## src/rtl/glitch_test_sequencer.sv

```systemverilog
// Streams seed+k operands into the pipeline under test, checks each result LATENCY+1 edges after it is driven,
// and counts mismatches. One operand per cycle with no backpressure; abort is the only way to stop a run early.
module glitch_test_sequencer #(
    parameter int DATA_W  = 4,
    parameter int LATENCY = 2,
    parameter int CNT_W   = 8
) (
    input  logic              glitched_clk,
    input  logic              rst,
    input  logic              start,
    input  logic              abort,
    input  logic [DATA_W-1:0] seed,
    input  logic [CNT_W-1:0]  num_vec,
    output logic [DATA_W-1:0] dut_a,
    input  logic [DATA_W:0]   dut_sum,
    output logic              busy,
    output logic              done,
    output logic [CNT_W-1:0]  fault_cnt,
    output logic              first_fault_valid,
    output logic [DATA_W-1:0] first_fault_vec
);

    localparam int DRN_W = (LATENCY > 1) ? $clog2(LATENCY) : 1;

    typedef enum logic [1:0] {
        IDLE  = 2'd0,
        RUN   = 2'd1,
        DRAIN = 2'd2,
        DONE  = 2'd3
    } state_t;

    state_t             state;
    logic [CNT_W-1:0]   num_q;
    logic [CNT_W-1:0]   vec_idx;
    logic [DRN_W-1:0]   drain_cnt;
    logic [LATENCY-1:0] tag_vld;
    logic [DATA_W:0]    tag_exp [LATENCY];

    logic accept;
    logic run_abort;
    logic tail_mismatch;

    assign accept        = (state == IDLE) && start && !abort;
    assign run_abort     = abort && ((state == RUN) || (state == DRAIN));
    assign tail_mismatch = tag_vld[LATENCY-1] && (dut_sum != tag_exp[LATENCY-1]);

    always_ff @(posedge glitched_clk or negedge rst) begin
        if (!rst) begin
            state     <= IDLE;
            num_q     <= '0;
            vec_idx   <= '0;
            drain_cnt <= '0;
            dut_a     <= '0;
            busy      <= 1'b0;
            done      <= 1'b0;
        end else begin
            done <= 1'b0;
            case (state)
                IDLE: begin
                    if (accept) begin
                        num_q   <= num_vec;
                        vec_idx <= '0;
                        if (num_vec == '0) begin
                            state <= DONE;
                            done  <= 1'b1;
                        end else begin
                            state <= RUN;
                            busy  <= 1'b1;
                            dut_a <= seed;
                        end
                    end
                end
                RUN: begin
                    if (abort) begin
                        state <= IDLE;
                        busy  <= 1'b0;
                        dut_a <= '0;
                    end else if (vec_idx == num_q - CNT_W'(1)) begin
                        state     <= DRAIN;
                        drain_cnt <= '0;
                        dut_a     <= '0;
                    end else begin
                        vec_idx <= vec_idx + CNT_W'(1);
                        dut_a   <= dut_a + DATA_W'(1);
                    end
                end
                DRAIN: begin
                    if (abort) begin
                        state <= IDLE;
                        busy  <= 1'b0;
                    end else if (drain_cnt == DRN_W'(LATENCY - 1)) begin
                        state <= DONE;
                        busy  <= 1'b0;
                        done  <= 1'b1;
                    end else begin
                        drain_cnt <= drain_cnt + DRN_W'(1);
                    end
                end
                DONE: begin
                    state <= IDLE;
                end
                default: begin
                    state <= IDLE;
                    busy  <= 1'b0;
                    dut_a <= '0;
                end
            endcase
        end
    end

    // The tag is captured from the operand currently on dut_a, so a LATENCY-deep
    // shift lines its tail up with the pipeline output one edge later.
    always_ff @(posedge glitched_clk or negedge rst) begin
        if (!rst) begin
            tag_vld <= '0;
            for (int i = 0; i < LATENCY; i++) begin
                tag_exp[i] <= '0;
            end
        end else if (run_abort) begin
            tag_vld <= '0;
            for (int i = 0; i < LATENCY; i++) begin
                tag_exp[i] <= '0;
            end
        end else begin
            for (int i = LATENCY - 1; i > 0; i--) begin
                tag_vld[i] <= tag_vld[i-1];
                tag_exp[i] <= tag_exp[i-1];
            end
            tag_vld[0] <= (state == RUN);
            tag_exp[0] <= {1'b0, dut_a};
        end
    end

    always_ff @(posedge glitched_clk or negedge rst) begin
        if (!rst) begin
            fault_cnt         <= '0;
            first_fault_valid <= 1'b0;
            first_fault_vec   <= '0;
        end else if (accept) begin
            fault_cnt         <= '0;
            first_fault_valid <= 1'b0;
            first_fault_vec   <= '0;
        end else if (!run_abort && tail_mismatch) begin
            if (fault_cnt != {CNT_W{1'b1}}) begin
                fault_cnt <= fault_cnt + CNT_W'(1);
            end
            if (!first_fault_valid) begin
                first_fault_valid <= 1'b1;
                first_fault_vec   <= tag_exp[LATENCY-1][DATA_W-1:0];
            end
        end
    end

endmodule

```

## config.mk

```make
export PLATFORM = sky130hd
export DESIGN_NAME = glitch_test_sequencer
export DESIGN_NICKNAME = d
export VERILOG_FILES = /design/src/rtl/glitch_test_sequencer.sv
export SDC_FILE = /design/constraint.sdc
export NUM_CORES = 1
export LEC_CHECK = 0
export ABC_AREA = 0
export BUFFER_PORTS_ARGS = -buffer_cell sky130_fd_sc_hd__buf_2
export CAP_MARGIN = 40
export CORE_UTILIZATION = 60
export DETAILED_ROUTE_END_ITERATION = 8
export PLACE_DENSITY = 0.82
export SLEW_MARGIN = 20
export SYNTH_ARGS = -nofsm -noshare
export SYNTH_HDL_FRONTEND = slang
export SYNTH_SLANG_ARGS = --single-unit
export TNS_END_PERCENT = 20
```

## constraint.sdc

```tcl
create_clock -name glitched_clk -period 4.1 [get_ports glitched_clk]
set_clock_uncertainty 0.2 [all_clocks]
set_input_delay 0.82 -clock glitched_clk [delete_from_list [all_inputs] [get_ports glitched_clk]]
set_output_delay 0.82 -clock glitched_clk [all_outputs]
set_load 0.1 [all_outputs]
```

== After elaboration in Yosys (flattened, before gate mapping) ==
Cells that the tools add are included.
Word-level totals
  bits in registers: 50
  memories: 0
  latch bits: 0
  bits in read-only memories: 0
  word-level logic and storage cells: 99
  RAM bits: 0
  bits of input ports: 21
Cells by class
  $lt $le $gt $ge: 0
  shift-type cells: 0
  equal/unequal tests: 16
  add/subtract/negate cells: 5
  $mul: 0
  multiplexer cells: 42
  reductions and logical operators: 23
  bitwise gates (word level): 0
  divide/modulo/power cells: 0
Operator list (number)
  8-bit 2-to-1 mux: 6
  4-bit 2-to-1 mux: 7
  8-bit by 1-bit adder with 8-bit output (second input constant): 2
  8-bit one-hot mux with 2 select lines: 1
  1-bit 2-to-1 mux: 15
  2-bit 2-to-1 mux: 7
  2-bit inequality test (second input constant): 6
  9-bit 2-to-1 mux: 1
  8-bit equality test: 1
  8-bit zero test: 1
  8-bit inequality test (second input constant): 1
  2-bit one-hot mux with 4 select lines: 1
  4-bit one-hot mux with 2 select lines: 1
  4-bit AND reduction: 2
  2-bit nonzero test: 4
  8-bit by 1-bit subtractor with 8-bit output (second input constant): 1
  2-bit AND reduction: 3
  3-bit AND reduction: 2
  1-bit logical AND: 5
  5-bit inequality test: 1
  5-bit AND reduction: 1
  4-bit by 1-bit adder with 4-bit output (second input constant): 1
  2-bit equality test (second input constant): 2
  2-bit by 1-bit inequality test with 1-bit output (second input constant): 2
  10 further kinds: 12

== Longest topological paths before layout ==
  word-level depth: 7
  mapped depth: 10
  mapped depth without buffers: 9

== Worst setup path before layout ==
No wires, ideal clock.
  path kind: register to register
  start point: reg num_q[0]
  end point: reg vec_idx[0]
  arrival: 2430 ps
  stages on the path, launching flop included: 11
  path buffers: 1
  path slack: 1343 ps
  setup time: 127 ps
  cells stage by stage: dfrtp_1 -> inv_1 -> ha_1 -> buf_6 -> nor2b_1 -> or3_1 -> a31o_1 -> nor4_4 -> nand3_2 -> nand2_1 -> mux2_1
Between the ends
  cells in the longest elaborated chain, start to end: 4
RTL lines
  start: declaration: RTL line 33  | logic [CNT_W-1:0] num_q;
  start signal: assignment: RTL line 61  | num_q <= num_vec;
  8-bit by 1-bit subtractor with 8-bit output: RTL line 78  | end else if (vec_idx == num_q - CNT_W'(1)) begin
  8-bit equality test: RTL line 78
  2-bit inequality test (no line)
  4-bit AND reduction (no line)
  end signal: assignment: RTL line 83  | vec_idx <= vec_idx + CNT_W'(1);
  end: declaration: RTL line 34  | logic [CNT_W-1:0] vec_idx;
No other way between the ends.
A chain may end at the register's enable or synchronous reset.

== Final worst setup path ==
Same ends and word-level chain as after synthesis.

==> reports/metrics.csv <==
metric;value;unit
grt.total_usage;25.8;%
clkTransAtPathRegs;90;ps
cts-buffers-inserted;5;
rsz0062_at_grt;no;
hold_viol;0;
worstPathRequired;4100;ps
cp-start-kind;flip-flop;
cpLargestDelayFamily;simple AND/OR/NAND/NOR gates;
final_core_util;71.5;%
crit_fanout;8;
worstHoldPathType;primary input to asynchronous set/reset pin;
grt_pass1_wl;8.49;mm
top_level_ports;40;
cp_num_buf_inv;1;
fin_nets;335;
syn_inst;266;
cts_tree;done;
antenna_found_initial;0;
yosysWarnings;0;
diodes;0;
netlist_area;2560;sq um
drt_iter0_markers;184;
arrival;2960;ps
grt_pass1_vias;1929;
worst-setup-path-type;flip-flop to flip-flop;
drt_first_pass_iters;4;
synth_area_leaders;dfrtp_1 (47%), nand2_1 (5.3%), ha_1 (3.9%);
hold_slack;255;ps
drive_above_1_share;18.2;%
path_cells;inv_1 -> ha_1 -> nor2b_1 -> or3_1 -> a31o_1 -> nor4_4 -> nand3_2 -> nand2_1 -> mux2_1;
wire_per_inst;14.3;um
fin_total_pwr;2.34;mW
synth_area_leader_cell;dfrtp_1;
design.core.area;4060;sq um
via_count;2063;
drc;0;
clock_latency;300;ps
endpoint_kind;flip-flop;
synth_top_area_share;46.9;%
dieArea;4530;sq um
synth-seq-cells;48;
initial_core_util;63.1;%
slew_headroom;53.8;%
synthArstFlopShare;100;%
synth_nets;295;
grt_remaining_overflow;0;
fmax;0.337;GHz
cp_slowest_cell;nor4_4;
area_delta_synth_final;13.3;%
cts_setup_buffers;0;
grt_max_degree;31;
cts_resized;0;
cts_sinks;48;
syn_avg_cell_area;9.63;sq um
cts_buffer_depth;2;
setup_viol;0;
seq_area_frac_synth;46.9;%
viasPerCell;5.78;
root_buffer;clkbuf_8;
power_density;806;nW/um^2
synth-edff-count;0;
detailed_place_hpwl;3.77;mm
antenna_left;0;
tns;0;ps
final_max_slew_viol_count;0;
holdBufCountCts;0;
synth_ff_type;dfrtp_1;
die_h;67.3;um
fin_crit_sh;72.4;%
peakVddDrop;0.646;mV
slowest_delay;440;ps
outcome;finished, final reports clean;
htreeDepth;2;
die_x;67.3;um
cellLeakagePower;1.40;nW
min_period;2970;ps
gp_congestion;0.866;
wl;5.12;mm
netlist-cell-type-count;53;
io_buffers;39;
maxCapViolCount;0;
rows;23;
worstMarginPinSlew;689;ps
through the flow:
stage	setup slack [ps]	instances	instance area (sq um)
6_report	1130	357	2900
5_1_grt	979	357	2900
3_3_place_gp	1260	348	2790
2_1_floorplan	1340	266	2560
4_1_cts	1130	357	2900
3_5_place_dp	1140	349	2810
logic make-up after synthesis:
| logic type | after synthesis | share of synthesized area [%] |
|---|---|---|
| mux | 7 | 2.78 |
| flops | 48 | 46.9 |
| buf+inv | 19 | 3.08 |
| compound gates | 51 | 13.6 |
| xor+xnor | 21 | 7.18 |
| fa+ha+maj | 8 | 3.91 |
| simple gates | 112 | 22.6 |
cells in the mapped netlist, types with 2 or more instances:
library cell,number
a21bo_1,2
a21oi_1,17
a31oi_1,3
and2_1,6
and3_1,5
clkbuf_1,7
dfrtp_1,48
ha_1,8
inv_1,11
mux2i_1,6
nand2_1,36
nand2b_1,3
nand3_1,4
nand4_1,10
nor2_1,24
nor2b_1,6
nor4_1,3
o21ai_0,6
o21ai_1,3
o21bai_1,2
o31a_1,2
or3_1,4
xnor2_1,10
xor2_1,11
area by class of cell:
| cell class | instances | area [sq um] |
|---|---|---|
| Inverter | 11 | 41.3 |
| Sequential cell | 48 | 1200 |
| Timing Repair Buffer | 41 | 223 |
| Clock buffer | 5 | 68.8 |
| Tap cell | 50 | 62.6 |
| Multi-Input combinational cell | 199 | 1280 |
| Fill cell | 297 | 1160 |
| Clock inverter | 3 | 23.8 |
sequential cells by signal (all words and copies together) (netlist names):
register	flops
dut_a	4
drain_cnt	1
busy	1
num_q	8
tag_vld	2
fault_cnt	8
state	2
vec_idx	8
first_fault_vec	4
done	1
tag_exp	8
first_fault_valid	1
layout by cell type (no fill, tap or decap), types with 6 or more instances in the layout:
| cell type | netlist | layout |
|---|---|---|
| o21ai_0 | 6 | 6 |
| buf_2 | 0 | 39 |
| nand2_1 | 36 | 36 |
| mux2i_1 | 6 | 6 |
| nand4_1 | 10 | 10 |
| ha_1 | 8 | 8 |
| xnor2_1 | 10 | 10 |
| and2_1 | 6 | 6 |
| nor2_1 | 24 | 24 |
| xor2_1 | 11 | 11 |
| nor2b_1 | 6 | 6 |
| dfrtp_1 | 48 | 48 |
| inv_1 | 11 | 11 |
| a21oi_1 | 17 | 17 |
per-layer routing:
layer	vias to the layer above	share of wire (%)	GRT usage (%)
met5	-	0	0
met2	61	47	42.4
li1	1014	-	-
met3	2	4.4	6.76
met1	986	48	33.6
met4	0	0.57	6.91
final timing paths:
| check | startpoint | to | slack (ps) | depth (start not counted) |
|---|---|---|---|---|
| min in group glitched_clk | tag_exp[6] | tag_exp[1] | 260 | 1 |
| max in group asynchronous | rst | tag_exp[8] | 2940 | 2 |
| hold reg to reg | tag_exp[6] | tag_exp[1] | 260 | 1 |
| setup / recovery | num_q[0] | vec_idx[0] | 1130 | 9 |
| hold / removal | rst | fault_cnt[4] | 260 | 1 |
| setup reg to reg | num_q[0] | vec_idx[0] | 1130 | 9 |
power by group:
group | leakage, nW | internal [mW] | switching [mW]
logic | 0.742 | 0.365 | 0.878
clock network | 0.0404 | 0.121 | 0.166
registers | 0.620 | 0.641 | 0.169
No activity file was read; power rests on OpenSTA's default activity.
